[src/rtl/systolic_pkg.sv]
// Shared definitions for the systolic array sequencer: minifloat layout and FSM states.
package systolic_pkg;

  localparam int DW       = 8;
  localparam int SIGN_B   = 7;
  localparam int EXP_HI   = 6;
  localparam int EXP_LO   = 4;
  localparam int FRAC_HI  = 3;
  localparam int EXP_BIAS = 3;

  localparam logic [DW-1:0] MF_ZERO = 8'h00;

  typedef enum logic [2:0] {
    IDLE,
    CLEAR,
    FEED,
    DRAIN,
    DONE
  } seq_state_t;

endpackage

[src/rtl/systolic_seq_if.sv]
// Host load / array feed bundle for systolic_seq; master = host side, slave = sequencer.
interface systolic_seq_if
  import systolic_pkg::*;
#(
  parameter int N  = 3,
  parameter int DW = 8,
  parameter int AW = $clog2(N*N)
) ();

  // wr_en and start are single-cycle qualifiers with no back-pressure: they take
  // effect only while the sequencer is in IDLE (dbg_state == IDLE) and are dropped
  // otherwise. Outputs are registered; feed_valid qualifies a_row/b_col.
  logic            wr_en;
  logic            wr_sel;
  logic [AW-1:0]   wr_addr;
  logic [DW-1:0]   wr_data;
  logic            start;
  logic            busy;
  logic            done;
  logic            acc_clr;
  logic            feed_valid;
  logic [N*DW-1:0] a_row;
  logic [N*DW-1:0] b_col;
  seq_state_t      dbg_state;

  modport master (
    output wr_en, wr_sel, wr_addr, wr_data, start,
    input  busy, done, acc_clr, feed_valid, a_row, b_col, dbg_state
  );

  modport slave (
    input  wr_en, wr_sel, wr_addr, wr_data, start,
    output busy, done, acc_clr, feed_valid, a_row, b_col, dbg_state
  );

endinterface

[src/rtl/systolic_seq_skew_mux.sv]
// Picks element (t - IDX) of one buffer row/column, or zero when outside the skew window.
module skew_mux
  import systolic_pkg::*;
#(
  parameter int N   = 3,
  parameter int EW  = 8,
  parameter int TW  = 3,
  parameter int IDX = 0
) (
  input  logic [TW-1:0]        t,
  input  logic [N-1:0][EW-1:0] line,
  output logic [EW-1:0]        elem
);

  always_comb begin
    elem = EW'(MF_ZERO);
    for (int m = 0; m < N; m++) begin
      if (int'(t) == IDX + m) elem = line[m];
    end
  end

endmodule

[src/rtl/systolic_seq.sv]
// Sequencer for an N x N systolic MAC array: holds A/B, clears accumulators, streams skewed operands.
module systolic_seq
  import systolic_pkg::*;
#(
  parameter int N  = 3,
  parameter int DW = 8,
  parameter int AW = $clog2(N*N)
) (
  input  logic          clk,
  input  logic          rst_n,
  systolic_seq_if.slave bus
);

  localparam int NE     = N * N;
  localparam int LAST_T = 3 * N - 3;
  localparam int TW     = $clog2(3 * N - 2);

  seq_state_t      state_q, state_d;
  logic [TW-1:0]   t_q, t_d;
  logic            busy_q, busy_d;
  logic            done_q, done_d;
  logic            acc_clr_q, acc_clr_d;
  logic            feed_valid_q, feed_valid_d;
  logic [N*DW-1:0] a_row_q, a_row_d;
  logic [N*DW-1:0] b_col_q, b_col_d;
  logic [DW-1:0]   a_buf_q [NE];
  logic [DW-1:0]   a_buf_d [NE];
  logic [DW-1:0]   b_buf_q [NE];
  logic [DW-1:0]   b_buf_d [NE];

  logic [N-1:0][DW-1:0] a_line [N];
  logic [N-1:0][DW-1:0] b_line [N];
  logic [DW-1:0]        a_elem [N];
  logic [DW-1:0]        b_elem [N];

  // Row r of A and column r of B; muxes are indexed by the t of the cycle being loaded.
  for (genvar r = 0; r < N; r++) begin : g_lane
    for (genvar c = 0; c < N; c++) begin : g_elem
      assign a_line[r][c] = a_buf_q[r*N + c];
      assign b_line[r][c] = b_buf_q[c*N + r];
    end
    skew_mux #(.N(N), .EW(DW), .TW(TW), .IDX(r)) u_skew_a (
      .t(t_d), .line(a_line[r]), .elem(a_elem[r])
    );
    skew_mux #(.N(N), .EW(DW), .TW(TW), .IDX(r)) u_skew_b (
      .t(t_d), .line(b_line[r]), .elem(b_elem[r])
    );
  end

  always_comb begin
    state_d = state_q;
    t_d     = t_q;
    case (state_q)
      IDLE:  if (bus.start) state_d = CLEAR;
      CLEAR: begin
        state_d = FEED;
        t_d     = '0;
      end
      FEED: begin
        if (t_q == TW'(LAST_T)) begin
          state_d = DRAIN;
          t_d     = '0;
        end else begin
          t_d = t_q + TW'(1);
        end
      end
      DRAIN:   state_d = DONE;
      DONE:    state_d = IDLE;
      default: state_d = IDLE;
    endcase
  end

  // Buffers only change in IDLE, so a same-cycle write lands before the run reads it.
  always_comb begin
    a_buf_d = a_buf_q;
    b_buf_d = b_buf_q;
    if (state_q == IDLE && bus.wr_en && (int'(bus.wr_addr) < NE)) begin
      if (bus.wr_sel) b_buf_d[bus.wr_addr] = bus.wr_data;
      else            a_buf_d[bus.wr_addr] = bus.wr_data;
    end
  end

  always_comb begin
    busy_d       = 1'b0;
    done_d       = 1'b0;
    acc_clr_d    = 1'b0;
    feed_valid_d = 1'b0;
    a_row_d      = '0;
    b_col_d      = '0;
    case (state_d)
      CLEAR: begin
        acc_clr_d = 1'b1;
        busy_d    = 1'b1;
      end
      FEED: begin
        feed_valid_d = 1'b1;
        busy_d       = 1'b1;
        for (int g = 0; g < N; g++) begin
          a_row_d[g*DW +: DW] = a_elem[g];
          b_col_d[g*DW +: DW] = b_elem[g];
        end
      end
      DRAIN:   busy_d = 1'b1;
      DONE:    done_d = 1'b1;
      default: ;
    endcase
  end

  always_ff @(posedge clk) begin
    if (!rst_n) begin
      state_q      <= IDLE;
      t_q          <= '0;
      busy_q       <= 1'b0;
      done_q       <= 1'b0;
      acc_clr_q    <= 1'b0;
      feed_valid_q <= 1'b0;
      a_row_q      <= '0;
      b_col_q      <= '0;
      for (int e = 0; e < NE; e++) begin
        a_buf_q[e] <= DW'(MF_ZERO);
        b_buf_q[e] <= DW'(MF_ZERO);
      end
    end else begin
      state_q      <= state_d;
      t_q          <= t_d;
      busy_q       <= busy_d;
      done_q       <= done_d;
      acc_clr_q    <= acc_clr_d;
      feed_valid_q <= feed_valid_d;
      a_row_q      <= a_row_d;
      b_col_q      <= b_col_d;
      a_buf_q      <= a_buf_d;
      b_buf_q      <= b_buf_d;
    end
  end

  assign bus.busy       = busy_q;
  assign bus.done       = done_q;
  assign bus.acc_clr    = acc_clr_q;
  assign bus.feed_valid = feed_valid_q;
  assign bus.a_row      = a_row_q;
  assign bus.b_col      = b_col_q;
  assign bus.dbg_state  = state_q;

endmodule

[src/flat_wrapper.sv]
// flat-port wrapper written by rule: the top's interface ports become plain ports
module systolic_seq_flat import systolic_pkg::*;
#(
  parameter int N  = 3,
  parameter int DW = 8,
  parameter int AW = $clog2(N*N)
)
  (clk, rst_n, bus_wr_en, bus_wr_sel, bus_wr_addr, bus_wr_data, bus_start, bus_busy, bus_done, bus_acc_clr, bus_feed_valid, bus_a_row, bus_b_col, bus_dbg_state);
  systolic_seq_if #(.N(N), .DW(DW), .AW(AW)) bus_i ();
  input  logic clk;
  input  logic rst_n;
  input wire logic [$bits(bus_i.wr_en)-1:0] bus_wr_en;
  input wire logic [$bits(bus_i.wr_sel)-1:0] bus_wr_sel;
  input wire logic [$bits(bus_i.wr_addr)-1:0] bus_wr_addr;
  input wire logic [$bits(bus_i.wr_data)-1:0] bus_wr_data;
  input wire logic [$bits(bus_i.start)-1:0] bus_start;
  output wire logic [$bits(bus_i.busy)-1:0] bus_busy;
  output wire logic [$bits(bus_i.done)-1:0] bus_done;
  output wire logic [$bits(bus_i.acc_clr)-1:0] bus_acc_clr;
  output wire logic [$bits(bus_i.feed_valid)-1:0] bus_feed_valid;
  output wire logic [$bits(bus_i.a_row)-1:0] bus_a_row;
  output wire logic [$bits(bus_i.b_col)-1:0] bus_b_col;
  output wire logic [$bits(bus_i.dbg_state)-1:0] bus_dbg_state;
  assign bus_i.wr_en = bus_wr_en;
  assign bus_i.wr_sel = bus_wr_sel;
  assign bus_i.wr_addr = bus_wr_addr;
  assign bus_i.wr_data = bus_wr_data;
  assign bus_i.start = bus_start;
  assign bus_busy = bus_i.busy;
  assign bus_done = bus_i.done;
  assign bus_acc_clr = bus_i.acc_clr;
  assign bus_feed_valid = bus_i.feed_valid;
  assign bus_a_row = bus_i.a_row;
  assign bus_b_col = bus_i.b_col;
  assign bus_dbg_state = bus_i.dbg_state;
  systolic_seq #(.N(N), .DW(DW), .AW(AW)) u_core (.clk(clk), .rst_n(rst_n), .bus(bus_i));
endmodule
[config.mk]
export PLATFORM = sky130hd
export DESIGN_NAME = systolic_seq_flat
export DESIGN_NICKNAME = d
export VERILOG_FILES = /design/src/rtl/systolic_pkg.sv /design/src/rtl/systolic_seq_if.sv /design/src/rtl/systolic_seq_skew_mux.sv /design/src/rtl/systolic_seq.sv /design/src/flat_wrapper.sv
export SDC_FILE = /design/constraint.sdc
export NUM_CORES = 1
export LEC_CHECK = 0
export ABC_CLOCK_PERIOD_IN_PS = 4100
export BUFFER_PORTS_ARGS = -buffer_cell sky130_fd_sc_hd__buf_2
export CORE_UTILIZATION = 42
export CTS_BUF_LIST = sky130_fd_sc_hd__clkbuf_2
export DETAILED_ROUTE_END_ITERATION = 10
export GPL_ROUTABILITY_DRIVEN = 1
export PLACE_DENSITY = 0.56
export SETUP_SLACK_MARGIN = 0.05
export SLEW_MARGIN = 0
export SYNTH_ARGS = -nofsm -noshare
export SYNTH_HDL_FRONTEND = slang
export SYNTH_SLANG_ARGS = --single-unit
[constraint.sdc]
create_clock -name clk -period 4.1 [get_ports clk]
set_clock_uncertainty 0.2 [all_clocks]
set_input_delay 0.41 -clock clk [delete_from_list [all_inputs] [get_ports clk]]
set_output_delay 0.41 -clock clk [all_outputs]
set_load 0.005 [all_outputs]
==> results of run 1 <==
## worst paths after layout
check,endpoint,start,slack (ps)
worst max register to register,u_core.bus.b_col[21],u_core.bus.dbg_state[1],1040
worst min-delay path,u_core.t_q[0],rst_n,70
worst max-delay path,u_core.bus.b_col[21],u_core.bus.dbg_state[1],1040
worst min register to register,u_core.bus.a_row[8],u_core.a_buf_q[40],280
## power by group
part	internal (mW)	total [mW]	leakage, nW	switching, mW
Combinational	0.0901	0.246	2.07	0.156
Clock	0.569	1.35	0.355	0.782
Sequential	1.97	1.99	1.63	0.0176
## metal layers
| metal | track usage [%] | up-vias |
|---|---|---|
| li1 | - | 3219 |
| met1 | 29.3 | 3254 |
| met2 | 38.1 | 196 |
| met3 | 4.21 | 53 |
| met4 | 11.1 | 0 |
| met5 | 0 | - |
## flip-flops by register name, indices dropped and copies added, names as in the netlist
register / flops
u_core.a_buf_q: 72
u_core.b_buf_q: 72
u_core.bus.a_row: 24
u_core.bus.acc_clr: 1
u_core.bus.b_col: 24
u_core.bus.busy: 1
u_core.bus.dbg_state: 3
u_core.bus.done: 1
u_core.bus.feed_valid: 1
u_core.t_q: 3
## worst min-delay path: stages
cell and delay [ps]:
buf_2 110, buf_4 290, o21a_1 180
## metrics by stage
step,cells,total power [mW]
5_1_grt,1232,3.76
4_1_cts,1231,3.65
2_1_floorplan,864,2.20
3_3_place_gp,1133,2.27
3_5_place_dp,1133,2.28
6_report,1232,3.59
## synthesized netlist by cell type, drive strengths merged, types with 2 or more instances
cell type  instances  area [um^2]
dfxtp            202         4040
inv                5         18.8
or4b               3         33.8
or2                2         12.5
o21ai             36          180
nor2               9         33.8
o21a               3         22.5
a21oi             38          194
nor3              20          100
nand4              4         37.5
nand2b            24          150
a311oi            48          420
nor3b              3         22.5
buf               17         95.1
and2               3         18.8
nand3             59          295
clkbuf            65          244
or3                2         12.5
nor2b            149          932
mux2i            145         1450
and4               4         35.0
nand2              7         26.3
## area by class of cell
class	instances	share of cell area, %
Multi-Input combinational cell	575	43.4
Tap cell	265	3.45
Clock inverter	4	0.430
Inverter	5	0.195
Timing Repair Buffer	99	6.23
Antenna cell	1	0.0261
Sequential cell	202	42.1
Clock buffer	81	4.22
## logic make-up (layout without fill, tap and decap cells)
family | count (synthesis) | after routing | share of synthesized area, %
other cells | 0 | 1 | 0
simple gates | 294 | 294 | 20.7
mux | 145 | 145 | 17.0
buf+inv | 87 | 189 | 4.19
flops | 202 | 202 | 47.3
compound gates | 136 | 136 | 10.8
==> impl_metrics.toml, run 1 <==
[global_routing]
grt_pass1_wl_um = 36800
overflow = 0
antenna_found_initial = 1
grt_max_degree = 79
grt_pass1_vias = 6721
track_usage_pct = 23.2

[status]
status = "finished, final reports clean"

[die]
die_h_um = 145
die-area_um2 = 20900
die_w_um = 145
rows = 51
core_area_um2 = 19700
io_pins = 72
start_util_pct = 43.4

[final_layout]
register_area_um2 = 4040
final_util_pct = 48.7
areaGrowthSynthToFinish_pct = 12.4
fill_cells = 1905
post-route-cell-area_um2 = 9610
drive_gt1_share_pct = 18.6
most-common-layout-cells = "dfxtp_1 (202), nor2b_1 (149), mux2i_1 (145)"
multi_input_area_um2 = 4160
fin_nets = 952
final_common_cell = "dfxtp_1"

[clocking]
cts.sinks = 202
cts_hold_buf = 13
clock_latency_ps = 790
cts_root_buf = "clkbuf_2"
cts_setup_buffers = 0
clk_path_buf_depth = 3
cts_tree = "done"
cts_buffers = 52
cts-htree-levels = 2
cts-resized-gates = 0
clk_pin_slew_ps = 120

[logic_synthesis]
syn_area_um2 = 8550
synth.net_count = 881
ys_types = 46
syn_avg_cell_area_um2 = 9.90
synth_edf_count = 0
async_flop_share_pct = 0
synth_cells = 864
synthFlopType = "dfxtp_1"
ys_warn_count = 0
ys_ff_latch = 202
yosysSeqAreaShare_pct = 47.3

[placed_design]
pre_cts_ws_ps = 1110
gp_congestion = 0.793
placed_area_um2 = 9030
port_buffers = 71
dpl.hpwl_um = 14300

[setup_path]
worstPathArrival_ps = 3510
path_class = "flip-flop to flip-flop"
crit_family = "compound AO/OA/AOI/OAI gates"
worstPathCellList = "a21oi_1 -> a2111o_1 -> and2_0 -> a311oi_1"
reg2reg_depth = 4
cp-end-kind = "flip-flop"
worstPathMaxFanout = 24
cp.depth = 4
crit_path_start_kind = "flip-flop"
worst-path-buf-inv = 0
slowest_delay_ps = 820
cp_slowest_cell = "dfxtp_1"
cp.required_ps = 4550

[timing]
hold_viol = 0
worst_pin_slew_ps = 963
final.period_utilization_pct = 74.6
final.min_clock_period_ps = 3060
finalSetupTns_ps = 0
grt_setup_unrepaired = "false"
whs_ps = 65.7
timing.fmax_mhz = 327
worst_slack_ps = 1040
setup_violations = 0
slew_violations = 0
slew-limit-headroom_pct = 35.8

[route]
drt_pass1_iterations = 4
via_per_inst = 5.46
ant_nets = 0
num_vias = 6722
wl_met3_um = 1180
dr.first_iter.drc_count = 381
met1Wirelength_um = 10400
drt_wl_total_um = 23400
wire_per_inst_um = 19.0
met2WireLength_um = 11000
dr.max_layer_used = "met4"
drc = 0

[min_path]
hold_depth = 3
hp-class = "input pin to flip-flop"

[pwr]
vdd_drop_max_v = 0.000158
p_leak_nw = 4.05
power.density_nw_per_um2 = 374

[run]
max_cap_viol_count = 0
(Power assumes the default switching activity.)
==> inputs of run 2 (changes only) <==
Settings changed: ABC_AREA from default to 1, ABC_CLOCK_PERIOD_IN_PS 4100 to 2600, PLACE_DENSITY 0.56 to 0.59.
Clock period 4.1 ns to 2.6 ns, I/O delays scaled along.
==> run 2 against run 1 <==
  * Non-clock buffer count down 1
  * Worst setup slack worse by 680 ps
  * Sequential share of layout area up 1.2 points
  * Synthesized area down 0.88%
  * Maximum frequency up 37%
  * Largest cell class is now sequential cells
==> impl_metrics.toml, run 2 <==
[status]
status = "finished, final reports clean"

[final_layout]
fin_cells = 1457
fin_nets = 1174
final_util_pct = 47.6
reg_top3 = "u_core.a_buf_q: 72 flops, u_core.b_buf_q: 72 flops"
post-route-cell-area_um2 = 9330
areaGrowthSynthToFinish_pct = 10.1
final_common_cell = "dfxtp_1"
most-common-layout-cells = "dfxtp_1 (202), a21oi_1 (162), o21ai_0 (155)"
drive_gt1_share_pct = 17.0

[pwr]
switching_power_mw = 1.62
power.share.sequential_pct = 55.3
comb_power_share_pct = 8.3
switching_share_pct = 28.5
p_int_mw = 4.05
power.density_nw_per_um2 = 607
p_leak_nw = 4.16
power_frac_clock_pct = 36.5
vdd_drop_max_v = 0.000348

[global_routing]
grt_pass1_wl_um = 36800
track_usage_pct = 23.1
antenna_found_initial = 1
grt_max_degree = 145
overflow = 0
grt_pass1_vias = 6776

[logic_synthesis]
yosys.area.top_type = "dfxtp_1"
synth_edf_count = 0
synth.net_count = 1098
synthFlopType = "dfxtp_1"
syn_area_um2 = 8470
ys_ff_latch = 202
synth_most_common_cell = "dfxtp_1"
ys_types = 27
async_flop_share_pct = 0
yosys-top-cells-count = "dfxtp_1 (202), a21oi_1 (162), o21ai_0 (155)"
synthTopCellsByArea = "dfxtp_1 (48%), a21oi_1 (9.6%), o21ai_0 (9.2%)"
yosysSeqAreaShare_pct = 47.7
syn_avg_cell_area_um2 = 7.84
ys_warn_count = 0
yosysTopAreaCellShare_pct = 47.7
synth_cells = 1081

[setup_path]
cp.required_ps = 3130
ff2ff_setup_slack_ps = 370
reg2reg_depth = 9
crit_path_start = "u_core.bus.dbg_state[1]"
cp-end-kind = "flip-flop"
slowest_delay_ps = 430
worstPathCellList = "nand2_2 -> nor2_2 -> nand3_2 -> nand2_4 -> buf_4 -> nand4_1 -> nand3_1 -> nand2_1 -> inv_1"
r2r_start = "u_core.bus.dbg_state[1]"
endpoint = "u_core.bus.a_row[21]"
worstPathArrival_ps = 2760
crit_path_start_kind = "flip-flop"
cp_slowest_cell = "dfxtp_1"
worstPathMaxFanout = 33
r2r-end = "u_core.bus.a_row[21]"
path_class = "flip-flop to flip-flop"

[die]
die-area_um2 = 20700
rows = 51
io_pins = 72
start_util_pct = 43.3
die_h_um = 144
die_w_um = 144
core_area_um2 = 19600

[clocking]
cts_hold_buf = 17
clk_path_buf_depth = 3
cts_root_buf = "clkbuf_2"
cts.sinks = 202
cts_buffers = 52
clk_pin_slew_ps = 110
cts_tree = "done"
cts-htree-levels = 2
clock_latency_ps = 790
cts-resized-gates = 0
cts_setup_buffers = 0

[placed_design]
gp_congestion = 0.848
dpl.hpwl_um = 13400
dp.cells = 1351
port_buffers = 71
placed_area_um2 = 8730

[timing]
final.period_utilization_pct = 85.9
grt_setup_unrepaired = "false"
timing.fmax_mhz = 448
whs_ps = 133
final.min_clock_period_ps = 2230
worst_pin_slew_ps = 622
finalSetupTns_ps = 0
slew-limit-headroom_pct = 58.6
setup_violations = 0
slew_violations = 0
hold_viol = 0

[route]
drt_pass1_iterations = 5
wire_per_inst_um = 15.9
via_per_inst = 5.17
num_vias = 7533
drc = 0
dr.first_iter.drc_count = 503
drt_wl_total_um = 23100
ant_nets = 0

[min_path]
hp-class = "input pin to flip-flop"
min-delay-start = "bus_start"

[run]
max_cap_viol_count = 0
==> run 2: cell count changes in the layout (fill, tap and decap cells not counted), sizes merged, moves of 112 or more <==
cell,before,now
inv,5,145
a21oi,38,162
mux2i,145,0
nand2,7,119
nor2b,149,0
o21ai,36,161
==> run 2: power groups by stage <==
stage	registers, mW	logic (mW)	clock network [mW]
6_report	3.13	0.469	2.06
5_1_grt	3.13	0.512	2.32
4_1_cts	3.13	0.466	2.14
3_5_place_dp	3.20	0.445	0
3_3_place_gp	3.20	0.446	0
2_1_floorplan	3.20	0.286	0
==> run 2: logic make-up after synthesis <==
family,count (synthesis),synth area share [%]
compound gates,323,19.1
simple gates,316,19.3
buf+inv,240,13.9
flops,202,47.7
==> run 2: cell type report <==
class / count / area, um^2
repair buffers: 98 / 638
diodes: 1 / 2.50
inverters: 164 / 633
clock inverters: 7 / 28.8
flip-flops and latches: 202 / 4040
fillers: 2065 / 10300
well taps: 265 / 332
clock buffers: 81 / 405
multi-input cells: 639 / 3250
==> run 2: stage by stage <==
stage	setup WS (ps)	power, mW
finish	366	5.66
global route	129	5.97
CTS	377	5.74
detailed placement	371	3.65
global placement	421	3.65
floorplan	858	3.49
==> run 2: worst min-delay path by stage <==
stage                     slack [ps]                 end  cells after the start
after CTS                         80     u_core.bus.busy                      4
after floorplan                  220  u_core.a_buf_q[68]                      2
after detailed placement         240  u_core.a_buf_q[70]                      2
after global routing              90     u_core.bus.busy                      4
after global placement           230  u_core.a_buf_q[64]                      2
final                            130     u_core.bus.busy                      4
==> run 2: metal layers <==
| metal | vias to the layer above | wire (um) | GRT usage (%) |
|---|---|---|---|
| met3 | 49 | 1280 | 4.70 |
| met1 | 3452 | 11000 | 32.2 |
| met5 | - | 0 | 0 |
| li1 | 3808 | - | - |
| met2 | 224 | 10300 | 35.3 |
| met4 | 0 | 521 | 8.01 |
==> run 2: critical path: cells and delay by family, from the launching register on <==
kind	cells	cell delay (ps)
DFF	1	430
and+or+nand+nor	7	1050
buffers and inverters	2	460
